## src/rtl/credit_tx_pkg.sv

```systemverilog
// Shared types and sizing helpers for the credit link (transmit side and remote fifo).
package credit_tx_pkg;

  typedef enum logic {
    DOWN = 1'b0,
    RUN  = 1'b1
  } link_state_t;

  // A depth-0 exponent still means a one-entry remote fifo.
  function automatic int credits_max(input int depth_w);
    return 1 << depth_w;
  endfunction

  // One extra bit so a completely empty remote fifo can be represented.
  function automatic int credit_w(input int depth_w);
    return depth_w + 1;
  endfunction

endpackage

```

## src/rtl/credit_counter.sv

```systemverilog
// Up/down credit counter with load, clear, saturation at MAX and a sticky overflow flag.
// Clear beats load; a same-cycle inc+dec leaves the count unchanged.
module credit_counter #(
  parameter int W   = 6,
  parameter int MAX = 32
) (
  input  logic         clk,
  input  logic         nrst,
  input  logic         i_load,
  input  logic         i_clear,
  input  logic         i_inc,
  input  logic         i_dec,
  output logic [W-1:0] o_count,
  output logic         o_overflow
);

  localparam logic [W-1:0] MAX_V = W'(MAX);

  logic [W-1:0] r_count;
  logic         r_ovf;
  logic [W-1:0] w_next;
  logic         w_sat;

  always_comb begin
    w_sat  = i_inc && !i_dec && (r_count == MAX_V);
    w_next = r_count - W'(i_dec) + W'(i_inc);
  end

  always_ff @(posedge clk or negedge nrst) begin
    if (!nrst) begin
      r_count <= '0;
      r_ovf   <= 1'b0;
    end else if (i_clear) begin
      r_count <= '0;
    end else if (i_load) begin
      r_count <= MAX_V;
    end else if (w_sat) begin
      r_ovf   <= 1'b1;
    end else begin
      r_count <= w_next;
    end
  end

  assign o_count    = r_count;
  assign o_overflow = r_ovf;

endmodule

```

## src/rtl/credit_tx.sv

```systemverilog
// Transmit end of a credit link: forwards words one cycle after acceptance and
// never sends more than the remote fifo can hold; credits refill on link-up.
module credit_tx
  import credit_tx_pkg::*;
#(
  parameter int FIFO_DEPTH_W = 5,
  parameter int DATA_W       = 8
) (
  input  logic                                 clk,
  input  logic                                 nrst,
  input  logic                                 link_up,
  input  logic [DATA_W-1:0]                    a_data,
  input  logic                                 a_valid,
  output logic                                 a_ready,
  output logic [DATA_W-1:0]                    tx_data,
  output logic                                 tx_valid,
  input  logic                                 credit_in,
  output logic [credit_w(FIFO_DEPTH_W)-1:0]    credits,
  output logic                                 err_overflow
);

  localparam int CW = credit_w(FIFO_DEPTH_W);

  link_state_t       r_state;
  link_state_t       w_state_next;
  logic              w_fire;
  logic              w_load;
  logic              w_clear;
  logic              w_inc;
  logic [DATA_W-1:0] r_tx_data;
  logic              r_tx_valid;
  logic [CW-1:0]     w_credits;

  always_ff @(posedge clk or negedge nrst) begin
    if (!nrst) r_state <= DOWN;
    else       r_state <= w_state_next;
  end

  always_comb begin
    w_state_next = r_state;
    w_load       = 1'b0;
    w_clear      = 1'b0;
    unique case (r_state)
      DOWN: begin
        if (link_up) begin
          w_state_next = RUN;
          w_load       = 1'b1;
        end
      end
      RUN: begin
        if (!link_up) begin
          w_state_next = DOWN;
          w_clear      = 1'b1;
        end
      end
      default: w_state_next = DOWN;
    endcase
  end

  // Ready looks only at registered credits so a returning credit is usable next cycle.
  assign a_ready = (r_state == RUN) && (w_credits != '0) && link_up;
  assign w_fire  = a_valid && a_ready;
  assign w_inc   = credit_in && (r_state == RUN);

  credit_counter #(
    .W   (CW),
    .MAX (credits_max(FIFO_DEPTH_W))
  ) u_credit_counter (
    .clk        (clk),
    .nrst       (nrst),
    .i_load     (w_load),
    .i_clear    (w_clear),
    .i_inc      (w_inc),
    .i_dec      (w_fire),
    .o_count    (w_credits),
    .o_overflow (err_overflow)
  );

  always_ff @(posedge clk or negedge nrst) begin
    if (!nrst) begin
      r_tx_valid <= 1'b0;
      r_tx_data  <= '0;
    end else begin
      r_tx_valid <= w_fire;
      if (w_fire) r_tx_data <= a_data;
    end
  end

  assign tx_valid = r_tx_valid;
  assign tx_data  = r_tx_data;
  assign credits  = w_credits;

endmodule

```

## config.mk

```make
export PLATFORM = sky130hd
export DESIGN_NAME = credit_tx
export DESIGN_NICKNAME = d
export VERILOG_FILES = /design/src/rtl/credit_tx_pkg.sv /design/src/rtl/credit_counter.sv /design/src/rtl/credit_tx.sv
export SDC_FILE = /design/constraint.sdc
export NUM_CORES = 1
export LEC_CHECK = 0
export CAP_MARGIN = 20
export CORE_MARGIN = 5
export CORE_UTILIZATION = 30
export CTS_CLUSTER_DIAMETER = 40
export DETAILED_ROUTE_END_ITERATION = 7
export GPL_TIMING_DRIVEN = 1
export PLACE_DENSITY = 0.59
export SLEW_MARGIN = 20
export SYNTH_ARGS = -nofsm -noshare
export SYNTH_HDL_FRONTEND = slang
export SYNTH_SLANG_ARGS = --single-unit
```

## constraint.sdc

```tcl
create_clock -name clk -period 5.05 [get_ports clk]
set_clock_uncertainty 0.1 [all_clocks]
set_input_delay 1.01 -clock clk [delete_from_list [all_inputs] [get_ports clk]]
set_output_delay 1.01 -clock clk [all_outputs]
set_load 0.005 [all_outputs]
```

**After elaboration in Yosys (flattened, before gate mapping)**

Index checks and enable logic that the tools add are counted.
W data, S select, Z words.

- Add/sub/neg operators: 2
- Equal/unequal tests: 2
- Mux-type cells: 7
- Bitwise gates (word level): 2
- Reduce and logical (&&, ||, !) cells: 9

Operators with widths:

| cell | number |
|---|---|
| $mux W6 | 3 |
| $add A6 B1 Y6 | 1 |
| $eq A6 B6 Y1 const B | 1 |
| $logic_and A1 B1 Y1 | 6 |
| $reduce_bool A6 Y1 | 1 |
| $sub A6 B1 Y6 | 1 |
| $mux W1 | 4 |
| $ne A3 B1 Y1 const B | 1 |
| $reduce_and A3 Y1 | 1 |
| $not A1 Y1 | 2 |
| $logic_not A1 Y1 | 1 |

- Bits in registers: 17
- Bits of input ports: 13
- Output and inout bits: 17
- Word-level logic and storage cells: 27

**Longest topological paths before layout**

Gate-level depths: netlist of the first run.

- Depth after elaboration: 10
- Depth in mapped cells: 15
- Depth with buffers taken out: 14

**By module**

Synthesis of the first run repeated with hierarchy kept, for this count alone.

- Cells, all modules: 77
- Area total of the unflattened synthesis: 969.7 um^2

Modules (own cells, without submodules):

| module | instances | cells an instance | area an instance (um^2) | sequential area each (um^2) |
|---|---|---|---|---|
| credit_counter | 1 | 51 | 556.8 | 175.2 |
| credit_tx | 1 | 26 | 412.9 | 250.2 |

**Worst setup path after synthesis of the first run**

Ideal clock, no wire load.

- Kind: input-to-reg
- Start: input link_up
- End: register u_credit_counter.r_count[4] (netlist: u_credit_counter.o_count[4])
- Library setup time: 122 ps
- Arrival time: 3199 ps
- Data required time: 4828 ps
- Path slack: 1629 ps
- Stages on the path: 13
- Path buffers: 1
- Path through: inv_1 -> a211oi_2 -> and2_1 -> buf_6 -> inv_1 -> ha_1 -> inv_1 -> ha_1 -> fa_1 -> a21oi_1 -> nor2_1 -> or4_1 -> o2111a_1

- Word-level cells in the longest chain between the ends: 7
- Elaborated cells between the ends (all ways): 15
- Those cells by class: add/sub: 2; eq/ne: 1; mux: 7; reduce/logical: 5

RTL lines:

| item | RTL line | RTL |
|---|---|---|
| start: declaration | credit_tx.sv:11 | `input logic link_up,` |
| $logic_and A1 B1 Y1 * | credit_tx.sv:61 | `assign a_ready = (r_state == RUN) && (w_credits != '0) && link_up;` |
| net a_ready | credit_tx.sv:14 | `output logic a_ready,` |
| $logic_and A1 B1 Y1 * | credit_tx.sv:62 | `assign w_fire = a_valid && a_ready;` |
| net u_credit_counter.i_dec | credit_counter.sv:12 | `input logic i_dec,` |
| $sub A6 B1 Y6 | credit_counter.sv:26 | `w_next = r_count - W'(i_dec) + W'(i_inc);` |
| $add A6 B1 Y6 | credit_counter.sv:26 |  |
| $mux W6 | credit_counter.sv:37 | `end else if (w_sat) begin` |
| $mux W6 | credit_counter.sv:35 | `end else if (i_load) begin` |
| $mux W6 | credit_counter.sv:33 | `end else if (i_clear) begin` |
| end signal: assignment | credit_counter.sv:40 | `r_count <= w_next;` |
| end: declaration | credit_counter.sv:19 | `logic [W-1:0] r_count;` |

Mark *: on every way through the listed nets, which the timed path passes. The rest lies on a longest branch. The select of a mux whose other input is x is not followed.
A chain may end at the register's enable or synchronous reset.

**Worst setup path in the final report of the first run**

- Start: input link_up
- End: register u_credit_counter.r_count[4] (netlist: u_credit_counter.o_count[4])

- Word-level cells in the longest chain between the ends: 7
- Elaborated cells between the ends (all ways): 15
- Those cells by class: add/sub: 2; eq/ne: 1; mux: 7; reduce/logical: 5

RTL lines:

| item | RTL line |
|---|---|
| $logic_and A1 B1 Y1 | credit_tx.sv:61 |
| $logic_and A1 B1 Y1 | credit_tx.sv:62 |
| $sub A6 B1 Y6 | credit_counter.sv:26 |
| $add A6 B1 Y6 | credit_counter.sv:26 |
| $mux W6 | credit_counter.sv:37 |
| $mux W6 | credit_counter.sv:35 |
| $mux W6 | credit_counter.sv:33 |

Parallel ways exist; a longest one is shown, timed or not. The select of a mux whose other input is x is not followed.

==> results of run 1 <==
-- cell usage in the layout, fill, tap and decap left out, types with 2 or more instances in the layout --
master / instances
a21oi_1: 3
and3_1: 2
nor2_1: 4
dfrtp_1: 17
mux2_4: 8
xor2_1: 2
nand3_1: 2
ha_1: 12
nand2_1: 2
clkdlybuf4s50_1: 29
a211oi_1: 2
inv_1: 13
clkbuf_4: 3
-- stage by stage --
| stage | cells | setup WS (ns) | utilization, % | hold slack (ns) |
|---|---|---|---|---|
| global placement | 158 | 1.002 | 41.14 | 0.3462 |
| global route | 162 | 1.057 | 41.98 | 0.4082 |
| finish | 162 | 1.238 | 41.98 | 0.3844 |
| floorplan | 83 | 1.629 | - | 0.3510 |
| CTS | 162 | 1.229 | 41.98 | 0.3886 |
| detailed placement | 158 | 0.9159 | 41.14 | 0.3520 |
-- power by group --
part / switching, mW / internal (mW)
Clock: 0.0440 / 0.0294
Sequential: 0.0397 / 0.188
Combinational: 0.154 / 0.237
-- routing by layer --
metal	global-route usage, %	vias up	share of wire (%)
li1	-	352	-
met1	12.53	365	46
met2	16.13	16	47
met3	3.777	4	4.6
met4	3.970	0	1.9
met5	0	-	0
-- final timing paths --
kind                                        startpoint                          end  slack [ns]
setup / recovery                               link_up  u_credit_counter.o_count[4]        1.24
min in group asynchronous                         nrst                   tx_data[5]        1.06
hold / removal             u_credit_counter.o_overflow  u_credit_counter.o_overflow        0.38
hold reg to reg            u_credit_counter.o_overflow  u_credit_counter.o_overflow        0.38
setup reg to reg           u_credit_counter.o_count[3]  u_credit_counter.o_count[4]        1.66
max in group asynchronous                         nrst  u_credit_counter.o_overflow        3.30
-- flip-flops by register name, summed over array words and instances, names as in the netlist --
| signal | cells |
|---|---|
| r_state | 1 |
| tx_data | 8 |
| tx_valid | 1 |
| u_credit_counter.o_count | 6 |
| u_credit_counter.o_overflow | 1 |
-- kinds of logic after synthesis --
family | count (synthesis)
XOR/XNOR | 2
adder cells (fa/ha/maj) | 13
buffers and inverters | 14
AO/OA/AOI/OAI | 11
AND/OR/NAND/NOR | 18
flip-flops | 17
multiplexers | 8
-- layout make-up --
| type | count | area share (%) |
|---|---|---|
| repair buffers | 30 | 21.60 |
| clock buffers | 3 | 1.633 |
| multi-input cells | 52 | 37.84 |
| inverters | 13 | 3.539 |
| flip-flops and latches | 17 | 30.85 |
| clock inverters | 1 | 0.3630 |
| well taps | 46 | 4.174 |
==> impl_metrics.csv, run 1 <==
group,metric,value,unit
clocking,root_buffer,"clkbuf_4",
final_layout,design_area,0.001379,mm²
worst_setup_path,crit_chain,"clkdlybuf4s50_1 > inv_1 > a211oi_2 > and2_1 > buf_4 > inv_1 > ha_1 > inv_1 > ha_1 > fa_1 > a21oi_1 > nor2_1 > or4_1 > o2111a_1",
placement,io_buffers,29,
power_and_ir_drop,p_leak,0.6344,nW
logic_synthesis,synthTopCellsByCount,"dfrtp_1, inv_1, ha_1",
drt,wirelength,2101,µm
global_routing,overflow,0,
placement,place_hpwl,1650,µm
clocking,cts.sinks,17,
worst_setup_path,cp_common_cell,"inv_1",
clocking,cts_buffers,3,
floorplan,rows,21,
worst_setup_path,crit_cells,14,
logic_synthesis,yosys.area.top_type,"dfrtp_1",
global_routing,grt_max_degree,18,
logic_synthesis,yosysTopAreaCellShare,42.24,%
final_layout,multi_input_area,521.8,µm²
logic_synthesis,async_flop_share,100.0,%
power_and_ir_drop,vdd_drop_max,0.0002102,V
sta,drv_slew,0,
worst_hold_path,whs_path_depth,1,
floorplan,die_x,67.94,µm
worst_setup_path,r2r_cells,15,
logic_synthesis,yosysSeqAreaShare,42.24,%
flow_run,drv_cap,0,
clocking,postCtsHoldBufs,0,
drt,routed_via_density,4.549,
drt,vias,737,
global_routing,grtUsageTotal,10.20,%
sta,fin_crit_sh,75.49,%
clocking,htreeDepth,1,
final_layout,nFillCells,321,
logic_synthesis,ys.warnings.count,0,
drt,firstDrtPassIters,4,
worst_setup_path,critical_path_class,"in -> reg",
logic_synthesis,synth_xor_area_share,1.739,%
logic_synthesis,synth_cell_type_count,27,
worst_setup_path,arrival,3.90,ns
logic_synthesis,ys.flop_type,"dfrtp_1",
clocking,cts_tree,"built",
final_layout,register_area,425.4,µm²
floorplan,io-pin-count,30,
worst_hold_path,hp-class,"reg -> reg",
global_routing,grt_pass1_vias,777,
worst_setup_path,worst_path_max_delay_cell,"clkdlybuf4s50_1",
drt,drc,0,
clocking,post_cts.repair.setup_buffers,0,
logic_synthesis,synthAdderAreaFrac,16.89,%
power_and_ir_drop,total_power,691.1,µW
sta,period_minus_slack,3.812,ns
placement,placed_area,0.001351,mm²
sta,tightest_slew,0.7753,ns
logic_synthesis,syn_area_per_cell,12.14,µm²
worst_setup_path,cp_top_family,"buffers and inverters",
sta,setup_viol,0,
logic_synthesis,yosys-top-cells-area,"dfrtp_1, ha_1, mux2_4",
drt,post_drt_wl_per_cell,12.97,µm
floorplan,core_area,0.003284,mm²
floorplan,initial_core_util,30.67,%
clocking,clk_pin_slew,0.11,ns
sta,rsz0062_at_grt,"no",
sta,hold_viol,0,
final_layout,syn2layout_area_growth,36.89,%
drt,drtIter0Drc,29,
logic_synthesis,synth-simple-area-share,12.05,%
final_layout,fin_nets,143,
logic_synthesis,synthCells,83,
final_layout,drive_above_1_share,15.52,%
power_and_ir_drop,power_density,501.2,mW/mm²
logic_synthesis,synthMuxAreaShare,11.93,%
worst_setup_path,cp_num_buf_inv,5,
logic_synthesis,yosysMostFrequentCell,"dfrtp_1",
logic_synthesis,synth_top_family_by_area,"adder cells",
worst_setup_path,crit_required,5.14,ns
worst_setup_path,start_kind,"input port",
logic_synthesis,synth-compound-area-share,9.193,%
clocking,clockBufferDepth,2,
global_routing,antenna_found_initial,0,
clocking,insertion_delay,0.29,ns
floorplan,die_y,67.94,µm
final_layout,num_antenna_cells,0,
sta,setup_tns,0,ns
run_status,outcome,"finished, final reports clean",
worst_setup_path,end_kind,"flip-flop",
logic_synthesis,synth_fp_nets,109,
logic_synthesis,synth-seq-cells,17,
sta,fmax,262.3,MHz
worst_setup_path,max_stage_delay,0.50,ns
global_routing,grt_pass1_wl,3512,µm
placement,gp_congestion,0.8377,
drt,ant_nets,0,
worst_setup_path,crit_fanout,11,
sta,slew_headroom,48.15,%
logic_synthesis,synth_edf_count,0,
floorplan,die_area,0.004616,mm²
logic_synthesis,syn_area,0.001007,mm²
clocking,cts_resized,0,
No activity file was read; power rests on OpenSTA's default activity.
==> run 2, diff against run 1 <==
clock period = 3.8 ns   (was 5.05 ns; I/O delays follow)
==> impl_metrics.csv, run 2 (synthesis results as in run 1) <==
group,metric,value,unit
run_status,outcome,"finished, final reports clean",
flow_run,drv_cap,0,
worst_setup_path,r2r_end,"u_credit_counter.o_count[4]",
sta,setup_tns,0,ns
drt,vias,704,
worst_setup_path,crit_required,3.88,ns
floorplan,die_x,67.94,µm
global_routing,grt_pass1_wl,3270,µm
global_routing,grt_max_degree,18,
drt,firstDrtPassIters,3,
worst_setup_path,crit_fanout,3,
final_layout,drive_above_1_share,15.52,%
clocking,cts_buffers,3,
floorplan,rows,21,
sta,rsz0062_at_grt,"no",
clocking,cts_resized,0,
worst_setup_path,critical_path_class,"in -> reg",
power_and_ir_drop,vdd_drop_max,0.0002850,V
sta,setup_viol,0,
floorplan,core_area,0.003284,mm²
final_layout,final_common_cell,"clkdlybuf4s50_1",
final_layout,nFillCells,319,
clocking,postCtsHoldBufs,0,
drt,wirelength,1993,µm
clocking,root_buffer,"clkbuf_4",
sta,whs,0.3713,ns
floorplan,initial_core_util,30.67,%
drt,ant_nets,0,
global_routing,overflow,0,
global_routing,antenna_found_initial,0,
drt,drtIter0Drc,6,
worst_setup_path,end_kind,"flip-flop",
power_and_ir_drop,p_leak,0.6344,nW
final_layout,finalNonFillerCells,162,
clocking,clockBufferDepth,2,
floorplan,die_y,67.94,µm
worst_setup_path,r2r_start,"u_credit_counter.o_count[2]",
clocking,clk_pin_slew,0.10,ns
placement,post-place-cells,158,
placement,place_hpwl,1620,µm
sta,fmax,299.5,MHz
placement,io_buffers,29,
final_layout,final_util,41.98,%
worst_setup_path,r2r_cells,14,
worst_setup_path,start_kind,"input port",
power_and_ir_drop,total_power,913.4,µW
final_layout,layout_common_cells,"clkdlybuf4s50_1, dfrtp_1, inv_1",
sta,hold_viol,0,
floorplan,die_area,0.004616,mm²
drt,drc,0,
drt,routed_via_density,4.346,
clocking,cts.sinks,17,
worst_hold_path,whs_path_depth,1,
sta,tightest_slew,0.7605,ns
global_routing,grtUsageTotal,9.509,%
final_layout,fin_nets,143,
sta,slew_headroom,49.14,%
clocking,post_cts.repair.setup_buffers,0,
sta,period_minus_slack,3.339,ns
clocking,htreeDepth,1,
clocking,insertion_delay,0.29,ns
final_layout,num_antenna_cells,0,
placement,gp_congestion,0.7808,
clocking,cts_tree,"built",
floorplan,io-pin-count,30,
worst_hold_path,min-delay-start,"u_credit_counter.o_overflow",
worst_setup_path,rrSetupSlack,0.65,ns
power_and_ir_drop,power_density,662.5,mW/mm²
final_layout,syn2layout_area_growth,36.89,%
final_layout,largest_register_ffs,8,
global_routing,grt_pass1_vias,695,
worst_hold_path,hold_end,"u_credit_counter.o_overflow",
sta,drv_slew,0,
drt,post_drt_wl_per_cell,12.30,µm
sta,fin_crit_sh,87.87,%
worst_hold_path,hp-class,"reg -> reg",
worst_setup_path,arrival,3.42,ns
-- run 2: cell counts in the layout (fill, tap and decap cells not counted) --
No cell type changed its count.
-- run 2: critical path: stages --
cell and delay (ns):
clkdlybuf4s50_1 0.50, inv_1 0.07, a211oi_2 0.22, and2_1 0.17, inv_1 0.05, ha_1 0.27
inv_1 0.04, ha_1 0.19, fa_1 0.41, a21oi_1 0.14, nor2_1 0.06, or4_1 0.40
o2111a_1 0.13
-- run 2: stage by stage --
stage               area [µm²]  worst slack [ns]
finish                    1379            0.4608
global route              1379            0.3310
CTS                       1379            0.4518
detailed placement        1351            0.1583
global placement          1351            0.1868
floorplan                 1007            0.6290
-- run 2: worst max path at each step --
stage / startpoint / endpoint / slack, ns / cells past startpoint
floorplan: link_up / u_credit_counter.o_count[4] / 0.63 / 13
global placement: link_up / u_credit_counter.o_count[4] / 0.19 / 13
detailed placement: link_up / u_credit_counter.o_count[4] / 0.16 / 13
CTS: link_up / u_credit_counter.o_count[4] / 0.45 / 13
global route: link_up / u_credit_counter.o_count[4] / 0.33 / 13
finish: link_up / u_credit_counter.o_count[4] / 0.46 / 13
-- run 2: per-layer routing --
metal  GRT usage (%)  up-vias  share of wire (%)
met1           11.82      336                 47
met3           4.269        2                5.6
met4           2.233        0               0.80
met5               0        -                  0
met2           15.04       13                 46
li1                -      353                  -
-- run 2: report_power, final --
group | internal, mW | total (mW) | switching (mW)
Combinational | 0.314 | 0.520 | 0.205
Clock | 0.0391 | 0.0950 | 0.0559
Sequential | 0.250 | 0.299 | 0.0493
-- run 2: final cells by class --
class                      count  area [µm²]  share of cell area (%)
clock inverter                 1       5.005                  0.3630
tap                           46       57.56                   4.174
timing repair buffer          30       297.8                   21.60
sequential                    17       425.4                   30.85
multi-input combinational     52       521.8                   37.84
clock buffer                   3       22.52                   1.633
inverter                      13       48.80                   3.539
